**src/rtl/lsu_mem_master.sv**
```systemverilog
// Load/store unit memory master: turns core load/store requests into word-wide
// memory accesses, using read-modify-write for byte and halfword stores.
module lsu_mem_master #(
    parameter int ADDR_W = 6
) (
    input  logic              clk,
    input  logic              rst,
    input  logic              req_valid,
    input  logic              req_store,
    input  logic [2:0]        req_f3,
    input  logic [31:0]       req_addr,
    input  logic [31:0]       req_wdata,
    output logic              req_ready,
    output logic              resp_valid,
    output logic              resp_err,
    output logic [31:0]       resp_rdata,
    output logic              mem_read,
    output logic              mem_write,
    output logic [ADDR_W-1:0] mem_addr,
    output logic [31:0]       mem_wdata,
    input  logic [31:0]       mem_rdata,
    input  logic              mem_ack,
    output logic [2:0]        dbg_state
);

    typedef enum logic [2:0] {
        IDLE   = 3'd0,
        ACCESS = 3'd1,
        RMW_RD = 3'd2,
        RMW_WR = 3'd3,
        RESP   = 3'd4
    } state_t;

    state_t state, state_nxt;

    logic              store_q;
    logic [2:0]        f3_q;
    logic [1:0]        lane_q;
    logic [15:0]       wdata_q;
    logic [ADDR_W-1:0] addr_q;
    logic [31:0]       mem_wdata_q;
    logic [31:0]       resp_rdata_q;
    logic              resp_err_q;

    logic              req_err;
    logic [7:0]        byte_sel;
    logic [15:0]       half_sel;
    logic [31:0]       load_data;
    logic [31:0]       merged;
    logic              unused_addr;

    // Address bits above the memory window are deliberately dropped.
    assign unused_addr = ^req_addr[31:ADDR_W+2];

    always_comb begin
        req_err = 1'b1;
        case (req_f3)
            3'b000:  req_err = 1'b0;
            3'b001:  req_err = req_addr[0];
            3'b010:  req_err = (req_addr[1:0] != 2'b00);
            3'b100:  req_err = req_store;
            3'b101:  req_err = req_store | req_addr[0];
            default: req_err = 1'b1;
        endcase
    end

    always_comb begin
        byte_sel = mem_rdata[7:0];
        case (lane_q)
            2'd0:    byte_sel = mem_rdata[7:0];
            2'd1:    byte_sel = mem_rdata[15:8];
            2'd2:    byte_sel = mem_rdata[23:16];
            default: byte_sel = mem_rdata[31:24];
        endcase
        half_sel = lane_q[1] ? mem_rdata[31:16] : mem_rdata[15:0];

        load_data = mem_rdata;
        case (f3_q)
            3'b000:  load_data = {{24{byte_sel[7]}}, byte_sel};
            3'b100:  load_data = {24'd0, byte_sel};
            3'b001:  load_data = {{16{half_sel[15]}}, half_sel};
            3'b101:  load_data = {16'd0, half_sel};
            default: load_data = mem_rdata;
        endcase
    end

    // Only SB (f3 000) and SH (f3 001) reach the merge, so f3_q[0] picks the width.
    always_comb begin
        merged = mem_rdata;
        if (!f3_q[0]) begin
            case (lane_q)
                2'd0:    merged[7:0]   = wdata_q[7:0];
                2'd1:    merged[15:8]  = wdata_q[7:0];
                2'd2:    merged[23:16] = wdata_q[7:0];
                default: merged[31:24] = wdata_q[7:0];
            endcase
        end else if (lane_q[1]) begin
            merged[31:16] = wdata_q;
        end else begin
            merged[15:0] = wdata_q;
        end
    end

    always_ff @(posedge clk) begin
        if (rst) state <= IDLE;
        else     state <= state_nxt;
    end

    // Request handshake: a request transfers on a cycle where req_valid and
    // req_ready are both high; req_ready is high only in IDLE. Responses are a
    // single resp_valid cycle with no back-pressure.
    always_comb begin
        state_nxt = state;
        case (state)
            IDLE: begin
                if (req_valid) begin
                    if (req_err)                          state_nxt = RESP;
                    else if (req_store && req_f3 != 3'b010) state_nxt = RMW_RD;
                    else                                  state_nxt = ACCESS;
                end
            end
            ACCESS:  if (mem_ack) state_nxt = RESP;
            RMW_RD:  if (mem_ack) state_nxt = RMW_WR;
            RMW_WR:  if (mem_ack) state_nxt = RESP;
            RESP:    state_nxt = IDLE;
            default: state_nxt = IDLE;
        endcase
    end

    always_ff @(posedge clk) begin
        if (rst) begin
            store_q      <= 1'b0;
            f3_q         <= 3'd0;
            lane_q       <= 2'd0;
            wdata_q      <= 16'd0;
            addr_q       <= '0;
            mem_wdata_q  <= 32'd0;
            resp_rdata_q <= 32'd0;
            resp_err_q   <= 1'b0;
        end else begin
            case (state)
                IDLE: begin
                    if (req_valid) begin
                        store_q      <= req_store;
                        f3_q         <= req_f3;
                        lane_q       <= req_addr[1:0];
                        wdata_q      <= req_wdata[15:0];
                        addr_q       <= req_addr[ADDR_W+1:2];
                        mem_wdata_q  <= (req_store && req_f3 == 3'b010 && !req_err) ? req_wdata : 32'd0;
                        resp_rdata_q <= 32'd0;
                        resp_err_q   <= req_err;
                    end
                end
                ACCESS: begin
                    if (mem_ack && !store_q) resp_rdata_q <= load_data;
                end
                RMW_RD: begin
                    if (mem_ack) mem_wdata_q <= merged;
                end
                default: ;
            endcase
        end
    end

    assign req_ready  = (state == IDLE);
    assign resp_valid = (state == RESP);
    assign resp_err   = resp_err_q;
    assign resp_rdata = resp_rdata_q;
    assign mem_read   = ((state == ACCESS) && !store_q) || (state == RMW_RD);
    assign mem_write  = ((state == ACCESS) && store_q) || (state == RMW_WR);
    assign mem_addr   = addr_q;
    assign mem_wdata  = mem_wdata_q;
    assign dbg_state  = state;

endmodule

```
**config.mk**
```make
export PLATFORM = sky130hd
export DESIGN_NAME = lsu_mem_master
export DESIGN_NICKNAME = d
export VERILOG_FILES = /design/src/rtl/lsu_mem_master.sv
export SDC_FILE = /design/constraint.sdc
export NUM_CORES = 1
export LEC_CHECK = 0
export BUFFER_PORTS_ARGS = -buffer_cell sky130_fd_sc_hd__buf_2
export CORE_ASPECT_RATIO = 1.1
export CORE_UTILIZATION = 54
export DETAILED_ROUTE_END_ITERATION = 8
export GPL_TIMING_DRIVEN = 0
export PLACE_DENSITY = 0.91
export RECOVER_POWER = 100
export SETUP_SLACK_MARGIN = 0.5
export SYNTH_ARGS = -nofsm -noshare
export SYNTH_HDL_FRONTEND = slang
export SYNTH_SLANG_ARGS = --single-unit
```
**constraint.sdc**
```tcl
create_clock -name clk -period 4.5 [get_ports clk]
set_input_delay 0.9 -clock clk [delete_from_list [all_inputs] [get_ports clk]]
set_output_delay 0.9 -clock clk [all_outputs]
set_load 0.02 [all_outputs]
```
==> flow_summary_export.csv, run 1 <==
group,metric,value,unit
run_status,status,"finished with violations",
run_status,violations,"capacitance limit, slew limit",
die,io_pins,182,
drt,ant_nets,0,
clock_tree,cts_tree,"done",
critical_path,crit_fanout,10,
drt,wl_met1,6.78,mm
place,port-buffer-count,157,
synth,synth_edf_count,0,
die,die_y,102,µm
critical_path,arrival,3360,ps
drt,wl_met2,8.15,mm
synth,syn-instance-count,574,
clock_tree,clock-root-buffer,"clkbuf_8",
global_routing,first_global_vias,4918,
drt,first_pass_iters,7,
layout,nNetsFinal,846,
sta,fmax,325,MHz
sta,relSlewSlack,-0.0912,
drt,drc_errors,0,
global_routing,grt_max_degree,16,
synth,ys_types,46,
sta,worst_pin_slew,1620,ps
sta,finClkSkew,10.4,ps
synth,synth-async-reset-ratio,0,
power_and_ir_drop,power_per_cell_area,346,nW/µm²
synth,synth-seq-cells,96,
clock_tree,post_cts_buffers,0,
clock_tree,cts.path.max_buffers,2,
run,max_cap_viol_count,1,
synth,synth_warnings,0,
place,dp_hpwl,12.9,mm
synth,ys_seq_area_frac,0.389,
worst_hold_path,holdPathStages,2,
die,core.rowCount,36,
clock_tree,cts_hold_buf,0,
synth,yosys.area.top_type_share,0.389,
critical_path,timing.critical_path.from_type,"input pin",
clock_tree,htreeDepth,3,
place,routabilityCongestion,0.906,
synth,synth_top_area_cell,"dfxtp_1",
global_routing,grtUsageTotal,0.348,
synth,syn_area_per_cell,8.62,µm²
sta,rsz0062_at_grt,"false",
layout,fin_util,0.669,
clock_tree,clk_latency,380,ps
drt,routed_via_density,6.03,
critical_path,worst-r2r-cell-count,6,
drt,dr.max_layer_used,"met4",
global_routing,overflow,0,
global_routing,grt_pass1_wl,25.1,mm
critical_path,cp-end-kind,"flop",
sta,slew_violations,11,
global_routing,antenna_found_initial,0,
critical_path,cp.required,4780,ps
layout,nFillCells,779,
die,core_area,8870,µm²
drt,vias,5198,
sta,finalCriticalPeriod,3080,ps
drt,wl_per_cell,19.2,µm
layout,drive_gt1_frac,0.193,
synth,synth_area_leaders,"dfxtp_1 39%, a311oi_2 8.8%, nand2_1 8.3%",
synth,syn-num-nets,678,
clock_tree,cts-resized-gates,0,
drt,routed_wl,16.5,mm
die,die_w,93.3,µm
critical_path,crit_type,"in2reg",
sta,tns,0,ps
clock_tree,cts_buffers,9,
die,die-area,9550,µm²
clock_tree,clkSinkCount,96,
worst_hold_path,hold_class,"reg2reg",
layout,areaGrowthSynthToFinish,20.1,%
sta,fin_crit_sh,0.684,
sta,hold_viol_final,0,
power_and_ir_drop,peakVddDrop,0.000211,V
die,start_util,0.557,
sta,setup_viol,0,
clock_tree,cts.reportedPaths.clkPinSlew,100,ps
drt,drtIter0Drc,376,
synth,netlist_area,4950,µm²
power_and_ir_drop,power_leakage,2.14,nW
synth,synthFlopType,"dfxtp_1",
drt,wl_met3,1.13,mm
per-layer routing:
layer,vias to the layer above,track usage
met5,-,0
met4,0,0.163
met3,38,0.0469
met2,258,0.601
met1,2475,0.430
li1,2427,-
cell usage after synthesis (2+ instances only):
| cell | number |
|---|---|
| clkbuf_1 | 36 |
| nor3_1 | 4 |
| nand3b_1 | 3 |
| a21oi_1 | 45 |
| mux2_2 | 11 |
| and2_1 | 3 |
| mux2i_1 | 7 |
| buf_2 | 6 |
| a211oi_1 | 2 |
| a221o_1 | 17 |
| a311oi_2 | 29 |
| nor2b_1 | 6 |
| nor3b_1 | 10 |
| a311oi_1 | 3 |
| nand2_1 | 110 |
| a32o_1 | 8 |
| o21ai_0 | 21 |
| a21boi_0 | 8 |
| nor2_1 | 44 |
| and3_1 | 9 |
| nand3_1 | 8 |
| buf_6 | 4 |
| o2bb2ai_1 | 5 |
| o221ai_1 | 17 |
| dfxtp_1 | 96 |
| inv_1 | 12 |
| a21bo_2 | 7 |
| buf_1 | 6 |
| nand2b_1 | 19 |
| a2111oi_4 | 2 |
cell type report:
type                            instances  area (µm²)  area share
Sequential cell                        96        1920       0.324
Tap cell                              114         143      0.0240
Clock inverter                          4        52.6     0.00885
Multi-Input combinational cell        414        2710       0.456
Buffer                                 52         230      0.0388
Antenna cell                            1        2.50    0.000421
Clock buffer                           12         155      0.0261
Inverter                               12        45.0     0.00758
Timing Repair Buffer                  157         683       0.115
stage by stage:
step / setup slack, ps / instance area, µm² / std cells / hold WS, ps / power [mW]
3_3_place_gp: 1620 / 5870 / 845 / 440 / 1.47
5_1_grt: 1390 / 5940 / 861 / 480 / 2.14
4_1_cts: 1870 / 6080 / 861 / 459 / 2.07
3_5_place_dp: 1580 / 5870 / 845 / 446 / 1.48
6_report: 1420 / 5940 / 862 / 460 / 2.06
2_1_floorplan: 2020 / 4950 / 574 / 436 / 1.29
cell families (layout without fill, tap and decap cells):
logic type / count (synthesis) / in the layout / synth area share
other cells: 0 / 1 / 0
simple gates: 224 / 224 / 0.209
buf+inv: 64 / 237 / 0.0562
mux: 19 / 19 / 0.0438
flops: 96 / 96 / 0.389
compound gates: 171 / 171 / 0.302
power by group:
part           switching [mW]  total [mW]  leakage, nW  internal [mW]
clock                   0.310       0.598        0.107          0.289
sequential             0.0406       0.949        0.784          0.908
combinational           0.343       0.509         1.25          0.166
total                   0.693        2.06         2.14           1.36
registers in the layout (all words and copies together), names as in the netlist:
name        cells
mem_addr        6
f3_q            3
lane_q          2
store_q         1
resp_err        1
dbg_state       3
wdata_q        16
mem_wdata      32
resp_rdata     32
worst max-delay path, stage by stage:
cell,delay (ps)
clkbuf_1,240
mux2i_1,130
nor3_1,1230
clkbuf_1,480
nor2_1,110
a311oi_2,250
worst paths after layout:
kind                      from       endpoint  slack (ps)
setup / recovery       mem_ack  mem_wdata[27]        1420
hold / removal     mem_addr[3]    mem_addr[3]         460
setup reg to reg  dbg_state[1]  mem_wdata[27]        1590
hold reg to reg    mem_addr[3]    mem_addr[3]         460
cells in the final DEF, fill, tap and decap left out, types with 2 or more instances in the layout:
cell and instances:
buf_6 4, mux2_2 10, a311oi_1 8, a221o_1 17, and3_1 9, a21oi_1 45
a2111oi_4 2, nand3b_1 3, nor3_1 5, a32o_1 8, o21ai_0 21, mux2i_1 7
a21boi_0 8, and2_1 2, o2bb2ai_1 5, nor2_1 44, nor3b_1 10, buf_1 5
nand2_1 110, clkinv_4 2, a311oi_2 24, nor2b_1 6, a21bo_2 7, clkbuf_1 122
o221ai_1 17, clkbuf_8 11, a211oi_1 2, inv_1 12, dfxtp_1 96, or4_1 2
buf_2 79, nand2b_1 19, nand3_1 8
(Power assumes the default switching activity.)
==> run 2, diff against run 1 <==
--- a/config.mk
+++ b/config.mk
@@ -7,10 +7,10 @@
 export LEC_CHECK = 0
 export BUFFER_PORTS_ARGS = -buffer_cell sky130_fd_sc_hd__buf_2
 export CORE_ASPECT_RATIO = 1.1
-export CORE_UTILIZATION = 54
+export CORE_UTILIZATION = 50
 export DETAILED_ROUTE_END_ITERATION = 8
 export GPL_TIMING_DRIVEN = 0
-export PLACE_DENSITY = 0.91
+export PLACE_DENSITY = 0.86
 export RECOVER_POWER = 100
 export SETUP_SLACK_MARGIN = 0.5
 export SYNTH_ARGS = -nofsm -noshare
==> constraint.sdc (replaced) <==
create_clock -name clk -period 3.04 [get_ports clk]
set_input_delay 0.608 -clock clk [delete_from_list [all_inputs] [get_ports clk]]
set_output_delay 0.608 -clock clk [all_outputs]
set_load 0.02 [all_outputs]
==> flow_summary_export.csv, run 2 (synthesized netlist as in run 1, its figures left out) <==
group,metric,value,unit
power_and_ir_drop,p_comb_frac,0.258,
drt,first_pass_iters,6,
die,start_util,0.521,
power_and_ir_drop,power_leakage,2.12,nW
global_routing,first_global_vias,4997,
die,io_pins,182,
global_routing,antenna_found_initial,0,
die,die_w,96.8,µm
sta,finClkSkew,12.8,ps
drt,ant_nets,0,
place,port-buffer-count,157,
power_and_ir_drop,power_per_cell_area,492,nW/µm²
sta,worst_pin_slew,970,ps
clock_tree,cts.path.max_buffers,2,
critical_path,arrival,2970,ps
place,routabilityCongestion,0.940,
critical_path,r2r-end,"mem_wdata[26]",
clock_tree,cts_hold_buf,0,
sta,setup_viol,0,
sta,fmax,373,MHz
clock_tree,cts_tree,"done",
run_status,status,"complete, no violations",
power_and_ir_drop,power.internal,1.89,mW
power_and_ir_drop,p_clk_frac,0.260,
critical_path,timing.critical_path.from_type,"flop",
layout,nNetsFinal,846,
clock_tree,clock-root-buffer,"clkbuf_8",
power_and_ir_drop,switching_share,0.352,
layout,layout_commonest_cell,"clkbuf_1",
layout,areaGrowthSynthToFinish,19.8,%
worst_hold_path,hold_class,"in2reg",
sta,finalWorstSetupSlack,360,ps
place,dp_hpwl,12.7,mm
clock_tree,clkSinkCount,96,
critical_path,worst-r2r-cell-count,6,
sta,finalCriticalPeriod,2680,ps
drt,drtIter0Drc,435,
sta,tns,0,ps
place,dp_slack,371,ps
sta,slew_violations,0,
critical_path,crit_path_start,"dbg_state[1]",
critical_path,cp.required,3330,ps
sta,rsz0062_at_grt,"false",
sta,relSlewSlack,0.350,
drt,routed_wl,16.3,mm
die,die-area,10300,µm²
critical_path,reg2reg_slack,360,ps
clock_tree,clk_latency,380,ps
die,core.rowCount,37,
layout,final_cell_mix,"120 x clkbuf_1, 110 x nand2_1, 96 x dfxtp_1",
critical_path,cp-end-kind,"flop",
global_routing,grtUsageTotal,0.316,
critical_path,endpoint,"mem_wdata[26]",
die,core_area,9490,µm²
drt,wl_per_cell,18.9,µm
global_routing,grt_max_degree,16,
drt,routed_via_density,5.95,
die,die_y,106,µm
global_routing,overflow,0,
layout,diodes,0,
power_and_ir_drop,p_sw,1.03,mW
critical_path,crit_fanout,10,
clock_tree,htreeDepth,3,
global_routing,grt_pass1_wl,25.6,mm
critical_path,r2r_start,"dbg_state[1]",
drt,vias,5142,
layout,drive_gt1_frac,0.201,
critical_path,crit_type,"reg2reg",
drt,drc_errors,0,
sta,fin_crit_sh,0.881,
power_and_ir_drop,peakVddDrop,0.000329,V
clock_tree,cts_buffers,9,
power_and_ir_drop,power_frac_seq,0.482,
sta,hold_viol_final,0,
clock_tree,cts.reportedPaths.clkPinSlew,100,ps
run,max_cap_viol_count,0,
-- run 2: cell types whose count changed in the layout (fill, tap and decap cells not counted), sizes merged --
cell,change
diode,-1
buf,+3
clkinvlp,+2
bufinv,-1
clkbuf,-4
-- run 2: final cells by class --
| type | instances | area, µm² |
|---|---|---|
| fill | 870 | 3570 |
| inverter | 12 | 45.0 |
| clock buffer | 11 | 131 |
| timing repair buffer | 157 | 688 |
| buffer | 52 | 229 |
| clock inverter | 5 | 33.8 |
| sequential | 96 | 1920 |
| tap | 117 | 146 |
| multi-input combinational | 414 | 2730 |
-- run 2: worst min path at each step --
stage,from,end,slack (ps),depth (start not counted)
2_1_floorplan,wdata_q[10],wdata_q[10],440,2
3_3_place_gp,resp_err,resp_err,440,2
3_5_place_dp,resp_rdata[1],resp_rdata[1],450,1
4_1_cts,req_addr[7],mem_addr[5],450,3
5_1_grt,req_addr[3],mem_addr[1],450,3
6_report,req_addr[6],mem_addr[4],450,3
-- run 2: power groups by stage --
stage / clock [mW] / sequential (mW) / combinational, mW
floorplan: 0 / 1.50 / 0.419
global placement: 0 / 1.43 / 0.752
detailed placement: 0 / 1.43 / 0.765
CTS: 0.765 / 1.40 / 0.766
global route: 0.813 / 1.41 / 0.813
finish: 0.757 / 1.41 / 0.754
-- run 2: what timing repair did --
action                                  4_1_cts  5_1_grt
endpoints found under the setup margin        0        2
setup buffers                                 0        0
gates resized for setup                       0        1
-- run 2: stage by stage --
step | std cells | utilization | instance area, µm² | power, mW | hold WS [ps]
3_5_place_dp | 848 | 0.619 | 5880 | 2.19 | 446
2_1_floorplan | 574 | - | 4950 | 1.92 | 436
5_1_grt | 864 | 0.624 | 5920 | 3.04 | 454
4_1_cts | 864 | 0.637 | 6040 | 2.93 | 449
6_report | 864 | 0.624 | 5920 | 2.92 | 454
3_3_place_gp | 848 | 0.619 | 5880 | 2.18 | 439
-- run 2: worst max-delay path: stages, from the launching register on --
cell	delay (ps)
dfxtp_1	380
clkbuf_1	390
mux2i_1	160
nor3_2	750
clkbuf_1	520
nor2_1	130
a311oi_2	250
-- run 2: layer usage --
layer	routed length [µm]	up-vias	global-route usage	share of wire
li1	-	2423	-	-
met2	7690	223	0.524	0.47
met3	991	55	0.0657	0.061
met4	629	0	0.134	0.039
met1	7000	2441	0.400	0.43
met5	0	-	0	0
==> run 3, diff against run 2 <==
--- a/config.mk
+++ b/config.mk
@@ -8,10 +8,10 @@
 export BUFFER_PORTS_ARGS = -buffer_cell sky130_fd_sc_hd__buf_2
 export CORE_ASPECT_RATIO = 1.1
 export CORE_UTILIZATION = 50
+export CTS_CLUSTER_SIZE = 10
 export DETAILED_ROUTE_END_ITERATION = 8
 export GPL_TIMING_DRIVEN = 0
 export PLACE_DENSITY = 0.86
-export RECOVER_POWER = 100
 export SETUP_SLACK_MARGIN = 0.5
 export SYNTH_ARGS = -nofsm -noshare
 export SYNTH_HDL_FRONTEND = slang
==> flow_summary_export.csv, run 3 (synthesized netlist as in run 1, its figures left out) <==
group,metric,value,unit
global_routing,overflow,0,
global_routing,first_global_vias,4997,
sta,fmax,414,MHz
die,die_y,106,µm
die,start_util,0.521,
critical_path,r2r_start,"dbg_state[2]",
power_and_ir_drop,power_leakage,2.46,nW
drt,drtIter0Drc,421,
clock_tree,clkSinkCount,96,
layout,layout_commonest_cell,"buf_2",
place,routabilityCongestion,0.940,
sta,relSlewSlack,0.343,
worst_hold_path,hold_class,"in2reg",
die,core.rowCount,37,
worst_hold_path,holdCritStartpoint,"req_addr[7]",
global_routing,grtUsageTotal,0.316,
global_routing,grt_max_degree,16,
sta,rsz0062_at_grt,"false",
global_routing,antenna_found_initial,0,
layout,areaGrowthSynthToFinish,22.3,%
drt,drc_errors,0,
clock_tree,cts_tree,"done",
critical_path,r2r-end,"resp_rdata[31]",
sta,fin_hold_ws,455,ps
critical_path,cp-end-kind,"flop",
place,dpl.cell_count,848,
place,port-buffer-count,157,
power_and_ir_drop,power.total,2.94,mW
die,io_pins,182,
clock_tree,clk_latency,380,ps
layout,diodes,0,
clock_tree,post_cts_buffers,0,
critical_path,crit_chain,"clkbuf_1 > nor4_1 > and2_1 > buf_1 > buf_2 > a221o_1",
clock_tree,cts_hold_buf,0,
layout,nNetsFinal,846,
drt,vias,5177,
die,die_w,96.8,µm
critical_path,reg2reg_slack,620,ps
worst_hold_path,worstHoldEndpoint,"mem_addr[5]",
die,die-area,10300,µm²
layout,final_cell_mix,"163 x buf_2, 110 x nand2_1, 96 x dfxtp_1",
power_and_ir_drop,peakVddDrop,0.000331,V
sta,setup_viol,0,
critical_path,crit_fanout,10,
drt,routed_via_density,5.99,
critical_path,worst-r2r-cell-count,6,
layout,fin_cells,864,
power_and_ir_drop,power_per_cell_area,486,nW/µm²
clock_tree,cts_buffers,9,
die,core_area,9490,µm²
clock_tree,clock-root-buffer,"clkbuf_8",
sta,slew_violations,0,
sta,finClkSkew,13.3,ps
critical_path,max_stage_delay,880,ps
critical_path,crit_type,"reg2reg",
sta,finalCriticalPeriod,2420,ps
critical_path,cp.required,3360,ps
place,dp_hpwl,12.7,mm
drt,ant_nets,0,
run,max_cap_viol_count,0,
sta,fin_crit_sh,0.795,
sta,worst_pin_slew,976,ps
critical_path,timing.critical_path.from_type,"flop",
clock_tree,cts.path.max_buffers,2,
worst_hold_path,holdPathStages,3,
clock_tree,cts.reportedPaths.clkPinSlew,100,ps
layout,drive_gt1_frac,0.315,
sta,tns,0,ps
critical_path,arrival,2740,ps
drt,routed_wl,16.3,mm
critical_path,cp_slowest_cell,"nor4_1",
clock_tree,cts-resized-gates,0,
global_routing,grt_pass1_wl,25.6,mm
run_status,status,"complete, no violations",
drt,first_pass_iters,6,
sta,hold_viol_final,0,
clock_tree,htreeDepth,3,
drt,wl_per_cell,18.9,µm
==> run 3: cell types whose count changed in the layout (fill, tap and decap cells not counted), sizes merged <==
cell    before  now
buf         91  173
clkbuf     129   47
==> run 3: power by group <==
group          internal [mW]  switching (mW)
Clock                  0.297           0.462
Sequential              1.34          0.0588
Combinational          0.270           0.511
Total                   1.91            1.03
==> run 3: per-layer routing <==
metal,track usage,vias up,routed length (µm),part of all wire
li1,-,2427,-,-
met1,0.400,2464,7020,0.43
met2,0.524,235,7860,0.48
met3,0.0657,51,917,0.056
met4,0.134,0,516,0.032
met5,0,-,0,0
==> run 3: worst max-delay path by stage <==
| stage | endpoint | from |
|---|---|---|
| floorplan | mem_wdata[14] | req_addr[1] |
| global placement | mem_wdata[0] | req_addr[1] |
| detailed placement | mem_wdata[8] | req_addr[1] |
| CTS | mem_wdata[26] | dbg_state[1] |
| global route | resp_rdata[18] | dbg_state[2] |
| finish | resp_rdata[31] | dbg_state[2] |
==> run 3: stage by stage <==
stage	utilization	cell area, µm²	setup slack, ps
after floorplan	-	4950	851
after global placement	0.619	5880	435
after detailed placement	0.619	5880	371
after CTS	0.637	6040	643
after global routing	0.637	6050	512
final	0.637	6050	624
==> run 3: layout make-up <==
cell class                      count  area (µm²)
Inverter                           12        45.0
Timing Repair Buffer              157         786
Clock inverter                      5        33.8
Tap cell                          117         146
Fill cell                         822        3440
Clock buffer                       11         131
Buffer                             52         233
Multi-Input combinational cell    414        2750
Sequential cell                    96        1920
==> run 3: worst max-delay path: cells and delay by family (launching register included) <==
kind	cells	cell delay, ps
AOI/OAI and AO/OA	1	170
buffers and inverters	3	730
and+or+nand+nor	2	1130
DFF	1	320
